### config.mk
export PLATFORM = sky130hd
export DESIGN_NAME = adc_sample_averager
export DESIGN_NICKNAME = d
export VERILOG_FILES = /design/src/rtl/adc_sample_averager.sv
export SDC_FILE = /design/constraint.sdc
export NUM_CORES = 1
export LEC_CHECK = 0
export BUFFER_PORTS_ARGS = -buffer_cell sky130_fd_sc_hd__buf_2
export CAP_MARGIN = 20
export CELL_PAD_IN_SITES_DETAIL_PLACEMENT = 0
export CELL_PAD_IN_SITES_GLOBAL_PLACEMENT = 1
export CORE_MARGIN = 1
export CORE_UTILIZATION = 45
export DETAILED_ROUTE_END_ITERATION = 16
export PLACE_DENSITY = 0.77
export SETUP_SLACK_MARGIN = 0.5
export SLEW_MARGIN = 30
export SYNTH_ARGS = -nofsm -noshare
export SYNTH_HDL_FRONTEND = slang
export SYNTH_SLANG_ARGS = --single-unit
### constraint.sdc
create_clock -name clk -period 3.9 [get_ports clk]
set_input_delay 0.195 -clock clk [delete_from_list [all_inputs] [get_ports clk]]
set_output_delay 0.195 -clock clk [all_outputs]
set_load 0.01 [all_outputs]
### src/rtl/adc_sample_averager.sv
// Boxcar averager for the AD4008 sample stream: sums 2**LOG2_AVG samples, emits a
// round-half-up mean into a first-word-fall-through result FIFO with drop accounting.
`timescale 1ns/1ps

module adc_sample_averager #(
    parameter int ADC_WIDTH  = 16,
    parameter int LOG2_AVG   = 4,
    parameter int FIFO_DEPTH = 8
) (
    input  logic                          clk,
    input  logic                          areset,
    input  logic                          enable,
    input  logic                          new_data_flag,
    input  logic [ADC_WIDTH-1:0]          amplified_data,
    output logic                          avg_valid,
    output logic [ADC_WIDTH-1:0]          avg_data,
    input  logic                          avg_ready,
    output logic [$clog2(FIFO_DEPTH):0]   fifo_level,
    output logic                          overflow,
    output logic [15:0]                   drop_count,
    input  logic                          clear_status
);

    localparam int N       = 1 << LOG2_AVG;
    localparam int SUM_W   = ADC_WIDTH + LOG2_AVG + 1;
    localparam int CNT_W   = (LOG2_AVG > 0) ? LOG2_AVG : 1;
    localparam int AW      = $clog2(FIFO_DEPTH);
    localparam int LW      = AW + 1;
    localparam logic [SUM_W-1:0] ROUND_C = SUM_W'(N / 2);

    typedef enum logic [0:0] {
        ST_IDLE  = 1'b0,
        ST_ACCUM = 1'b1
    } state_t;

    state_t                 state_r;
    state_t                 state_nxt_s;
    logic [SUM_W-1:0]       acc_r;
    logic [CNT_W-1:0]       sample_cnt_r;
    logic                   take_s;
    logic                   window_done_s;
    logic [SUM_W-1:0]       sum_s;
    logic [ADC_WIDTH-1:0]   result_s;

    logic                   res_valid_r;
    logic [ADC_WIDTH-1:0]   res_data_r;

    logic [ADC_WIDTH-1:0]   mem_r [FIFO_DEPTH];
    logic [AW-1:0]          wr_ptr_r;
    logic [AW-1:0]          rd_ptr_r;
    logic [AW-1:0]          rd_ptr_nxt_s;
    logic [LW-1:0]          count_r;
    logic [LW-1:0]          count_nxt_s;
    logic                   full_s;
    logic                   pop_s;
    logic                   wr_en_s;
    logic                   drop_s;
    logic [ADC_WIDTH-1:0]   head_nxt_s;
    logic                   avg_valid_r;
    logic [ADC_WIDTH-1:0]   avg_data_r;
    logic                   overflow_r;
    logic [15:0]            drop_cnt_r;

    // FSM state register
    always_ff @(posedge clk or posedge areset) begin
        if (areset) begin
            state_r <= ST_IDLE;
        end else begin
            state_r <= state_nxt_s;
        end
    end

    // FSM next-state and window datapath decode
    always_comb begin
        state_nxt_s   = state_r;
        take_s        = 1'b0;
        window_done_s = 1'b0;
        case (state_r)
            ST_IDLE: begin
                if (enable) begin
                    state_nxt_s = ST_ACCUM;
                end else begin
                    state_nxt_s = ST_IDLE;
                end
            end
            ST_ACCUM: begin
                if (!enable) begin
                    state_nxt_s = ST_IDLE;
                end else begin
                    state_nxt_s = ST_ACCUM;
                    take_s      = new_data_flag;
                end
            end
            default: begin
                state_nxt_s = ST_IDLE;
            end
        endcase
        if (take_s && (sample_cnt_r == CNT_W'(N - 1))) begin
            window_done_s = 1'b1;
        end else begin
            window_done_s = 1'b0;
        end
        sum_s    = acc_r + SUM_W'(amplified_data);
        // Full-window sum plus half an LSB, so the mean rounds half-up.
        result_s = ADC_WIDTH'((sum_s + ROUND_C) >> LOG2_AVG);
    end

    // Accumulator and sample counter; cleared whenever averaging is not active
    always_ff @(posedge clk or posedge areset) begin
        if (areset) begin
            acc_r        <= '0;
            sample_cnt_r <= '0;
        end else if ((state_r != ST_ACCUM) || !enable) begin
            acc_r        <= '0;
            sample_cnt_r <= '0;
        end else if (window_done_s) begin
            acc_r        <= '0;
            sample_cnt_r <= '0;
        end else if (take_s) begin
            acc_r        <= sum_s;
            sample_cnt_r <= sample_cnt_r + CNT_W'(1);
        end
    end

    // Result stage between the averager and the FIFO
    always_ff @(posedge clk or posedge areset) begin
        if (areset) begin
            res_valid_r <= 1'b0;
            res_data_r  <= '0;
        end else begin
            res_valid_r <= window_done_s;
            if (window_done_s) begin
                res_data_r <= result_s;
            end
        end
    end

    // FIFO control: push/pop/drop decisions and next head value
    always_comb begin
        full_s       = (count_r == LW'(FIFO_DEPTH));
        pop_s        = avg_valid_r && avg_ready;
        wr_en_s      = res_valid_r && (!full_s || pop_s);
        drop_s       = res_valid_r && full_s && !pop_s;
        rd_ptr_nxt_s = rd_ptr_r;
        count_nxt_s  = count_r;
        head_nxt_s   = avg_data_r;
        if (pop_s) begin
            rd_ptr_nxt_s = rd_ptr_r + AW'(1);
        end else begin
            rd_ptr_nxt_s = rd_ptr_r;
        end
        case ({wr_en_s, pop_s})
            2'b10:   count_nxt_s = count_r + LW'(1);
            2'b01:   count_nxt_s = count_r - LW'(1);
            default: count_nxt_s = count_r;
        endcase
        // The entry being written bypasses memory when it becomes the head.
        if (count_nxt_s == LW'(0)) begin
            head_nxt_s = avg_data_r;
        end else if (wr_en_s && ((count_r - LW'(pop_s)) == LW'(0))) begin
            head_nxt_s = res_data_r;
        end else begin
            head_nxt_s = mem_r[rd_ptr_nxt_s];
        end
    end

    // FIFO storage
    always_ff @(posedge clk) begin
        if (wr_en_s) begin
            mem_r[wr_ptr_r] <= res_data_r;
        end
    end

    // FIFO pointers, level and registered head outputs
    always_ff @(posedge clk or posedge areset) begin
        if (areset) begin
            wr_ptr_r    <= '0;
            rd_ptr_r    <= '0;
            count_r     <= '0;
            avg_valid_r <= 1'b0;
            avg_data_r  <= '0;
        end else begin
            if (wr_en_s) begin
                wr_ptr_r <= wr_ptr_r + AW'(1);
            end
            rd_ptr_r    <= rd_ptr_nxt_s;
            count_r     <= count_nxt_s;
            avg_valid_r <= (count_nxt_s != LW'(0));
            avg_data_r  <= head_nxt_s;
        end
    end

    // Sticky overflow and saturating drop counter; a drop outranks a clear
    always_ff @(posedge clk or posedge areset) begin
        if (areset) begin
            overflow_r <= 1'b0;
            drop_cnt_r <= 16'd0;
        end else if (drop_s) begin
            overflow_r <= 1'b1;
            if (clear_status) begin
                drop_cnt_r <= 16'd1;
            end else if (drop_cnt_r == 16'hFFFF) begin
                drop_cnt_r <= 16'hFFFF;
            end else begin
                drop_cnt_r <= drop_cnt_r + 16'd1;
            end
        end else if (clear_status) begin
            overflow_r <= 1'b0;
            drop_cnt_r <= 16'd0;
        end
    end

    assign avg_valid  = avg_valid_r;
    assign avg_data   = avg_data_r;
    assign fifo_level = count_r;
    assign overflow   = overflow_r;
    assign drop_count = drop_cnt_r;

endmodule

==> results.yml, run 1 <==
place:
  port_buffers: 59
  dp_cells: 1087
  dp_hpwl_um: 13000
  pre_cts_ws_ns: 0.547
  place_area_um2: 10700
  gp_congestion: 0.772
clock_network:
  cts_root_buf: "clkbuf_16"
  path_clk_slew_ns: 0.06
  numCtsBuffers: 23
  htree_levels: 1
  cts_sinks: 214
  cts_tree: "done"
  clk_latency_ns: 0.52
  cts_buffer_depth: 3
grt:
  grt_pass1_vias: 6068
  grt_max_degree: 51
  grt-ovfl-total: 0
  grt_first_pass_wirelength_um: 32700
  antenna_found_initial: 0
  track_usage_pct: 18.7
layout:
  fill_cells: 1888
  final_common_cell: "edfxtp_1"
  antenna_cells: 0
  drive_above_1_share_pct: 21.9
  stdcell_area_um2: 11500
  final_cell_mix: "edfxtp_1, nand2_1, dfrtp_1"
  fin_cells: 1134
  final_nets: 886
  syn2layout_area_growth_pct: 15.2
route:
  post_drt_wl_per_cell_um: 18.2
  drt-initial-drc-count: 420
  route.vias.total: 6247
  drc: 0
  first_pass_iters: 5
  postRouteAntennaNets: 0
  viasPerCell: 5.51
  drt_wl_total_um: 20600
run_status:
  status: "finished, final reports clean"
synth:
  synth_area_per_cell_um2: 13.0
  syn_area_um2: 9950
  synthArstFlopShare_pct: 40.2
  syn_nets: 816
  synth_seq_area_share_pct: 60.2
  synth_cells: 767
  synth_top_flop_cell: "edfxtp_1"
  synthTopCellsByArea: "edfxtp_1, dfrtp_1, mux4_2, nand2_1, ha_1"
  netlist-cell-type-count: 74
  yosys_warnings: 0
  synth_edf_count: 128
  ys_ff_latch: 214
  yosysTopAreaCellShare_pct: 38.6
  synth_top_area_cell: "edfxtp_1"
worst_setup_path:
  cp.arrival_ns: 3.58
  critical_path_required_ns: 4.29
  r2r_setup_slack_ns: 0.71
  path_class: "flip-flop to flip-flop"
  start_kind: "flip-flop"
  crit_fanout: 8
  end_kind: "flip-flop"
timing:
  worst_hold_slack_ns: 0.0410
  hold_violations: 0
  min_period_over_period_pct: 81.9
  fin_setup_tns_ns: 0
  rsz0062_at_grt: "yes"
  slew_headroom_pct: 43.7
  setup_viol: 0
  tightestPinTransition_ns: 0.845
  finClkSkew_ns: 0.0340
  fin_crit_ns: 3.19
  fmax_ghz: 0.313
  finalWorstSetupSlack_ns: 0.708
  drv_slew: 0
power_and_ir_drop:
  irDropWorstVdd_uv: 395
  powerDensity_nw_per_um2: 583
  p_leak_nw: 4.61
die:
  die_h_um: 151
  rows: 54
  dieWidth_um: 151
  core_um2: 21800
  io_pins: 60
  dieArea_um2: 22700
  start_util_pct: 45.8
hold_path:
  hold_class: "input pin to flip-flop"
flow_run:
  cap_violations: 0
## area by class of cell
type	count	area, µm²	area share [%]
inverters	22	85.1	0.742
multi-input cells	496	3840	33.5
well taps	280	350	3.06
clock buffers	34	637	5.55
repair buffers	80	478	4.17
clock inverters	8	75.1	0.655
flip-flops and latches	214	6000	52.3
## cell usage after synthesis (all sizes together) (15+ instances only)
| cell | instances |
|---|---|
| nor2 | 28 |
| xnor2 | 24 |
| inv | 20 |
| o21ai | 51 |
| ha | 25 |
| mux4 | 32 |
| nand3 | 15 |
| nand2 | 120 |
| clkbuf | 26 |
| dfrtp | 86 |
| edfxtp | 128 |
| a21oi | 56 |
## cell families after synthesis
kind of cell | count (synthesis) | synth area share (%)
AO/OA/AOI/OAI | 161 | 10.6
XOR/XNOR | 35 | 3.38
adder cells (fa/ha/maj) | 27 | 3.54
buffers and inverters | 57 | 2.30
flip-flops | 214 | 60.2
multiplexers | 39 | 7.96
AND/OR/NAND/NOR | 234 | 12.0
## flip-flops by register name, summed over array words and instances (netlist names), 4 cells and up
register      cells
acc_r            20
avg_data         16
drop_count       16
fifo_level        4
mem_r           128
res_data_r       16
sample_cnt_r      4
## metal layers
layer  global-route usage (%)  wire, µm
met5                        0         0
met4                     3.65       323
met3                     2.64      1120
met2                     29.6      9750
met1                     27.6      9400
## final timing paths
kind | startpoint | endpoint | cells after the start
worst max-delay path | fifo_level[1]$_DFF_PP0_ | avg_data[6]$_DFFE_PP0P_ | 16
worst min-delay path | new_data_flag | sample_cnt_r[1]$_DFFE_PP0P_ | 3
worst max register to register | fifo_level[1]$_DFF_PP0_ | avg_data[6]$_DFFE_PP0P_ | 16
max in group asynchronous | areset | acc_r[14]$_DFFE_PP0P_ | 4
min in group asynchronous | areset | drop_count[7]$_DFFE_PP0P_ | 3
worst min register to register | avg_data[12]$_DFFE_PP0P_ | avg_data[12]$_DFFE_PP0P_ | 2
## worst max-delay path, cell delays in order, from the launching register on
cell      delay (ns)
dfrtp_1         0.47
nor4b_2         0.34
nand2_1         0.11
inv_1           0.13
nor2_4          0.06
clkinv_1        0.06
ha_1            0.19
ha_1            0.24
a21o_1          0.18
a21oi_1         0.17
xnor2_1         0.13
nor2_1          0.07
xnor2_1         0.13
inv_1           0.09
nor4_4          0.39
buf_4           0.22
o21ai_0         0.09
## stage by stage
stage,total power [mW],utilization [%]
finish,6.69,52.7
global route,7.06,52.7
CTS,6.71,52.4
detailed placement,4.65,49.1
global placement,4.61,49.1
floorplan,4.07,-
## power by group
part | total, mW | leakage, nW | internal [mW] | switching [mW]
Clock | 2.06 | 0.349 | 1.20 | 0.855
Sequential | 2.64 | 2.46 | 2.53 | 0.109
Combinational | 1.99 | 1.81 | 0.907 | 1.09
Total | 6.69 | 4.61 | 4.64 | 2.05
## what timing repair did
| action | in CTS | in global routing |
|---|---|---|
| hold buffers | 2 | 0 |
| setup buffers | 0 | 1 |
| gates resized for setup | 0 | 11 |
| endpoints found under the setup margin | 0 | 20 |
| hold endpoints to repair | 50 | 0 |
(Power assumes the default switching activity.)
==> run 2, diff against run 1 <==
PLACE_DENSITY = 0.8   (was 0.77)
clock period = 2.9 ns   (was 3.9 ns; I/O delays follow)
==> results.yml, run 2 (synthesis gave the netlist of run 1 again) <==
grt:
  grt_pass1_vias: 6396
  grt_first_pass_wirelength_um: 34300
  grt_max_degree: 45
  track_usage_pct: 19.7
  grt-ovfl-total: 0
  antenna_found_initial: 0
timing:
  fmax_ghz: 0.340
  tightestPinTransition_ns: 0.865
  rsz0062_at_grt: "yes"
  min_period_over_period_pct: 101
  setup_viol: 4
  slew_headroom_pct: 42.3
  finClkSkew_ns: 0.0239
  drv_slew: 0
  hold_violations: 0
  fin_crit_ns: 2.94
  finalWorstSetupSlack_ns: -0.0373
clock_network:
  cts_tree: "done"
  clk_latency_ns: 0.52
  cts_root_buf: "clkbuf_16"
  path_clk_slew_ns: 0.05
  cts_buffer_depth: 3
  cts_sinks: 214
  htree_levels: 1
  numCtsBuffers: 24
worst_setup_path:
  path_class: "flip-flop to flip-flop"
  critPathBufInv: 3
  worst_path_most_repeated_cell: "buf_4"
  critical_path_required_ns: 3.27
  critPathSlowestCell: "dfrtp_1"
  end_kind: "flip-flop"
  cp_top_family: "simple AND/OR/NAND/NOR gates"
  cpPeakStageDelay_ns: 0.35
  start_kind: "flip-flop"
  crit_fanout: 4
  cp.arrival_ns: 3.31
  path_cells: "ha_2, inv_2, fa_2, nand2b_4, a211oi_4, buf_4, nor4_2, nor3_2, and4_1, nand4_1, buf_4, nor3_4, xnor2_1, o21ai_1"
route:
  first_pass_iters: 4
  route.vias.total: 6359
  drt_wl_total_um: 21400
  post_drt_wl_per_cell_um: 18.1
  viasPerCell: 5.38
  drc: 0
  postRouteAntennaNets: 0
  drt-initial-drc-count: 391
power_and_ir_drop:
  powerDensity_nw_per_um2: 786
  p_leak_nw: 5.05
  totalPowerFinal_mw: 9.72
  irDropWorstVdd_uv: 472
flow_run:
  cap_violations: 0
die:
  die_h_um: 151
  dieArea_um2: 22700
  start_util_pct: 45.8
  rows: 54
  core_um2: 21800
  io_pins: 60
  dieWidth_um: 151
layout:
  stdcell_area_um2: 12400
  drive_above_1_share_pct: 31.8
  antenna_cells: 0
  largest_register: "mem_r"
  largest_register_ffs: 128
  final_common_cell: "edfxtp_1"
  final_nets: 935
  biggestRegsByFlops: "mem_r: 128 flops, acc_r: 20 flops"
  syn2layout_area_growth_pct: 24.2
  final_cell_mix: "edfxtp_1, nand2_1, dfrtp_1"
place:
  place_area_um2: 11000
  port_buffers: 59
  gp_congestion: 0.767
  dp_hpwl_um: 13400
run_status:
  status: "finished with violations"
  violations: "negative setup slack"
hold_path:
  hold_class: "input pin to flip-flop"
[run 2: tightest hold or removal path, cell delays in order]
cell     delay (ns)
buf_2          0.11
inv_1          0.08
fa_2           0.20
o21ai_0        0.08
[run 2: per-stage QoR]
stage                     setup slack, ns  setup TNS (ns)  util [%]  std cells  hold slack [ns]
after global placement             0.0170               0      50.6       1113            0.281
after CTS                         -0.0621          -0.285      55.5       1172            0.143
after global routing               -0.224           -4.20      56.8       1183            0.193
after floorplan                    0.0605               0         -        767            0.176
final                             -0.0373         -0.0987      56.8       1183            0.158
after detailed placement           -0.112          -0.192      50.6       1113            0.287
[run 2: path summary, 6_finish.rpt]
path	startpoint	endpoint	slack (ns)	depth (start not counted)
min in group asynchronous	areset	acc_r[9]$_DFFE_PP0P_	0.28	3
setup reg to reg	acc_r[0]$_DFFE_PP0P_	res_data_r[12]$_DFFE_PP0P_	-0.04	14
setup / recovery	acc_r[0]$_DFFE_PP0P_	res_data_r[12]$_DFFE_PP0P_	-0.04	14
hold reg to reg	avg_data[8]$_DFFE_PP0P_	avg_data[8]$_DFFE_PP0P_	0.48	2
max in group asynchronous	areset	fifo_level[1]$_DFF_PP0_	1.96	4
hold / removal	amplified_data[1]	acc_r[1]$_DFFE_PP0P_	0.16	4
[run 2: cell type report]
type / instances / area (µm²)
Clock buffer: 36 / 666
Multi-Input combinational cell: 496 / 4210
Tap cell: 280 / 350
Timing Repair Buffer: 128 / 963
Clock inverter: 7 / 95.1
Fill cell: 1761 / 9390
Inverter: 22 / 90.1
Sequential cell: 214 / 6000
[run 2: power by group]
group          switching [mW]  internal, mW  leakage [nW]
logic                    1.67          1.59          2.22
clock network            1.17          1.76         0.370
registers               0.127          3.40          2.46
[run 2: repair_timing]
item,CTS,global route
gates resized for setup,36,45
hold endpoints to repair,48,0
hold buffers,5,0
gates cloned,2,1
endpoints found under the setup margin,35,46
setup buffers,9,10
pin swaps,22,26
[run 2: metal layers]
metal / up-vias / GRT usage (%) / wire [µm]
met5: - / 0 / 0
met4: 0 / 5.35 / 327
met3: 23 / 2.55 / 1130
met2: 126 / 33.5 / 10600
met1: 3118 / 26.5 / 9330
li1: 3092 / - / -
==> run 3, diff against run 2 <==
MAX_ROUTING_LAYER = met4   (was unset)
==> results.yml, run 3 (synthesis gave the netlist of run 1 again) <==
power_and_ir_drop:
  totalPowerFinal_mw: 9.73
  irDropWorstVdd_uv: 472
  p_clk_share_pct: 30.1
  internal_power_mw: 6.76
  swShare_pct: 30.6
  p_sw_mw: 2.97
  powerDensity_nw_per_um2: 787
  p_comb_share_pct: 33.6
  seq_power_share_pct: 36.3
  p_leak_nw: 5.05
grt:
  grt-ovfl-total: 0
  antenna_found_initial: 0
  track_usage_pct: 20.3
  grt_max_degree: 45
  grtUsageMet1_pct: 26.6
  use_met3_pct: 2.48
  grt_pass1_vias: 6392
  top_usage_layer: "met2"
  grtUsageMet2_pct: 33.6
  grt_first_pass_wirelength_um: 34400
route:
  post_drt_wl_per_cell_um: 18.1
  postRouteAntennaNets: 0
  drt_wl_total_um: 21400
  route.vias.total: 6423
  first_pass_iters: 4
  viasPerCell: 5.43
  drt-initial-drc-count: 380
  drc: 0
layout:
  final_common_cell: "edfxtp_1"
  biggestRegsByFlops: "mem_r: 128 flops, acc_r: 20 flops"
  fill_cells: 1761
  largest_register_ffs: 128
  multi_input_area_um2: 4210
  final_nets: 935
  antenna_cells: 0
  seq_area_um2: 6000
  stdcell_area_um2: 12400
  syn2layout_area_growth_pct: 24.2
  drive_above_1_share_pct: 31.8
  largest_register: "mem_r"
  final_cell_mix: "edfxtp_1, nand2_1, dfrtp_1"
  fin_cells: 1183
place:
  pre_cts_ws_ns: -0.112
  gp_congestion: 0.778
  port_buffers: 59
  place_area_um2: 11000
  dp_cells: 1113
  dp_hpwl_um: 13400
die:
  core_um2: 21800
  start_util_pct: 45.8
  die_h_um: 151
  rows: 54
  dieArea_um2: 22700
  io_pins: 60
  dieWidth_um: 151
run_status:
  status: "finished with violations"
  violations: "negative setup slack"
timing:
  finClkSkew_ns: 0.0243
  fin_crit_ns: 2.94
  setup_viol: 4
  finalWorstSetupSlack_ns: -0.0361
  fin_setup_tns_ns: -0.0914
  rsz0062_at_grt: "yes"
  slew_headroom_pct: 42.4
  tightestPinTransition_ns: 0.863
  min_period_over_period_pct: 101
  hold_violations: 0
  fmax_ghz: 0.341
  drv_slew: 0
worst_setup_path:
  reg2reg_from: "acc_r[0]$_DFFE_PP0P_"
  path_cells: "ha_2, inv_2, fa_2, nand2b_4, a211oi_4, buf_4, nor4_2, nor3_2, and4_1, nand4_1, buf_4, nor3_4, xnor2_1, o21ai_1"
  crit_fanout: 4
  start_kind: "flip-flop"
  startpoint: "acc_r[0]$_DFFE_PP0P_"
  worst_path_most_repeated_cell: "buf_4"
  end_kind: "flip-flop"
  cpPeakStageDelay_ns: 0.35
  critical_path_required_ns: 3.27
  path_class: "flip-flop to flip-flop"
  critPathSlowestCell: "dfrtp_1"
  cp.arrival_ns: 3.30
flow_run:
  cap_violations: 0
clock_network:
  cts_buffer_depth: 3
  clk_latency_ns: 0.52
  cts_tree: "done"
  htree_levels: 1
  cts_root_buf: "clkbuf_16"
  path_clk_slew_ns: 0.05
  numCtsBuffers: 24
  cts_sinks: 214
hold_path:
  hold_class: "input pin to flip-flop"
  worstHoldStart: "amplified_data[1]"
-- run 3: per-layer routing --
layer	up-vias	routed length (µm)	part of all wire [%]
met2	112	10700	50
li1	3095	-	-
met5	-	0	0
met1	3190	9510	44
met4	0	372	1.7
met3	26	831	3.9
-- run 3: critical path, delay by kind of cell, from the launching register on --
kind            cells  cell delay (ns)
compound gates      2             0.38
xor+xnor            1             0.13
fa+ha+maj           2             0.52
buf+inv             3             0.42
flops               1             0.35
simple gates        6             1.00
-- run 3: worst paths after layout --
check / end / slack, ns / depth (start not counted)
min in group asynchronous: acc_r[9]$_DFFE_PP0P_ / 0.28 / 3
max: res_data_r[12]$_DFFE_PP0P_ / -0.04 / 14
min: acc_r[1]$_DFFE_PP0P_ / 0.16 / 4
max in group asynchronous: fifo_level[1]$_DFF_PP0_ / 1.96 / 4
min reg2reg: avg_data[8]$_DFFE_PP0P_ / 0.48 / 2
max reg2reg: res_data_r[12]$_DFFE_PP0P_ / -0.04 / 14
-- run 3: per-stage QoR --
| step | hold slack [ns] | utilization [%] |
|---|---|---|
| finish | 0.158 | 56.8 |
| global route | 0.193 | 56.8 |
| CTS | 0.143 | 55.5 |
| detailed placement | 0.287 | 50.6 |
| global placement | 0.281 | 50.6 |
| floorplan | 0.176 | - |
-- run 3: power by group through the flow --
stage	clock [mW]	combinational [mW]	sequential (mW)
after floorplan	0	1.97	3.64
after detailed placement	0	2.89	3.57
final	2.93	3.27	3.53
after CTS	2.99	3.14	3.53
after global placement	0	2.83	3.56
after global routing	3.12	3.58	3.56
-- run 3: final cells by class --
class | count | share of cell area [%]
clock buffer | 36 | 5.38
sequential | 214 | 48.5
clock inverter | 7 | 0.769
multi-input combinational | 496 | 34.0
inverter | 22 | 0.728
timing repair buffer | 128 | 7.79
tap | 280 | 2.83
-- run 3: timing repair --
action | in CTS | in global routing
gates cloned | 2 | 1
pin swaps | 22 | 26
setup endpoints to repair | 35 | 46
resized for setup | 36 | 45
setup buffers | 9 | 10
hold buffers | 5 | 0
hold endpoints to repair | 48 | 0
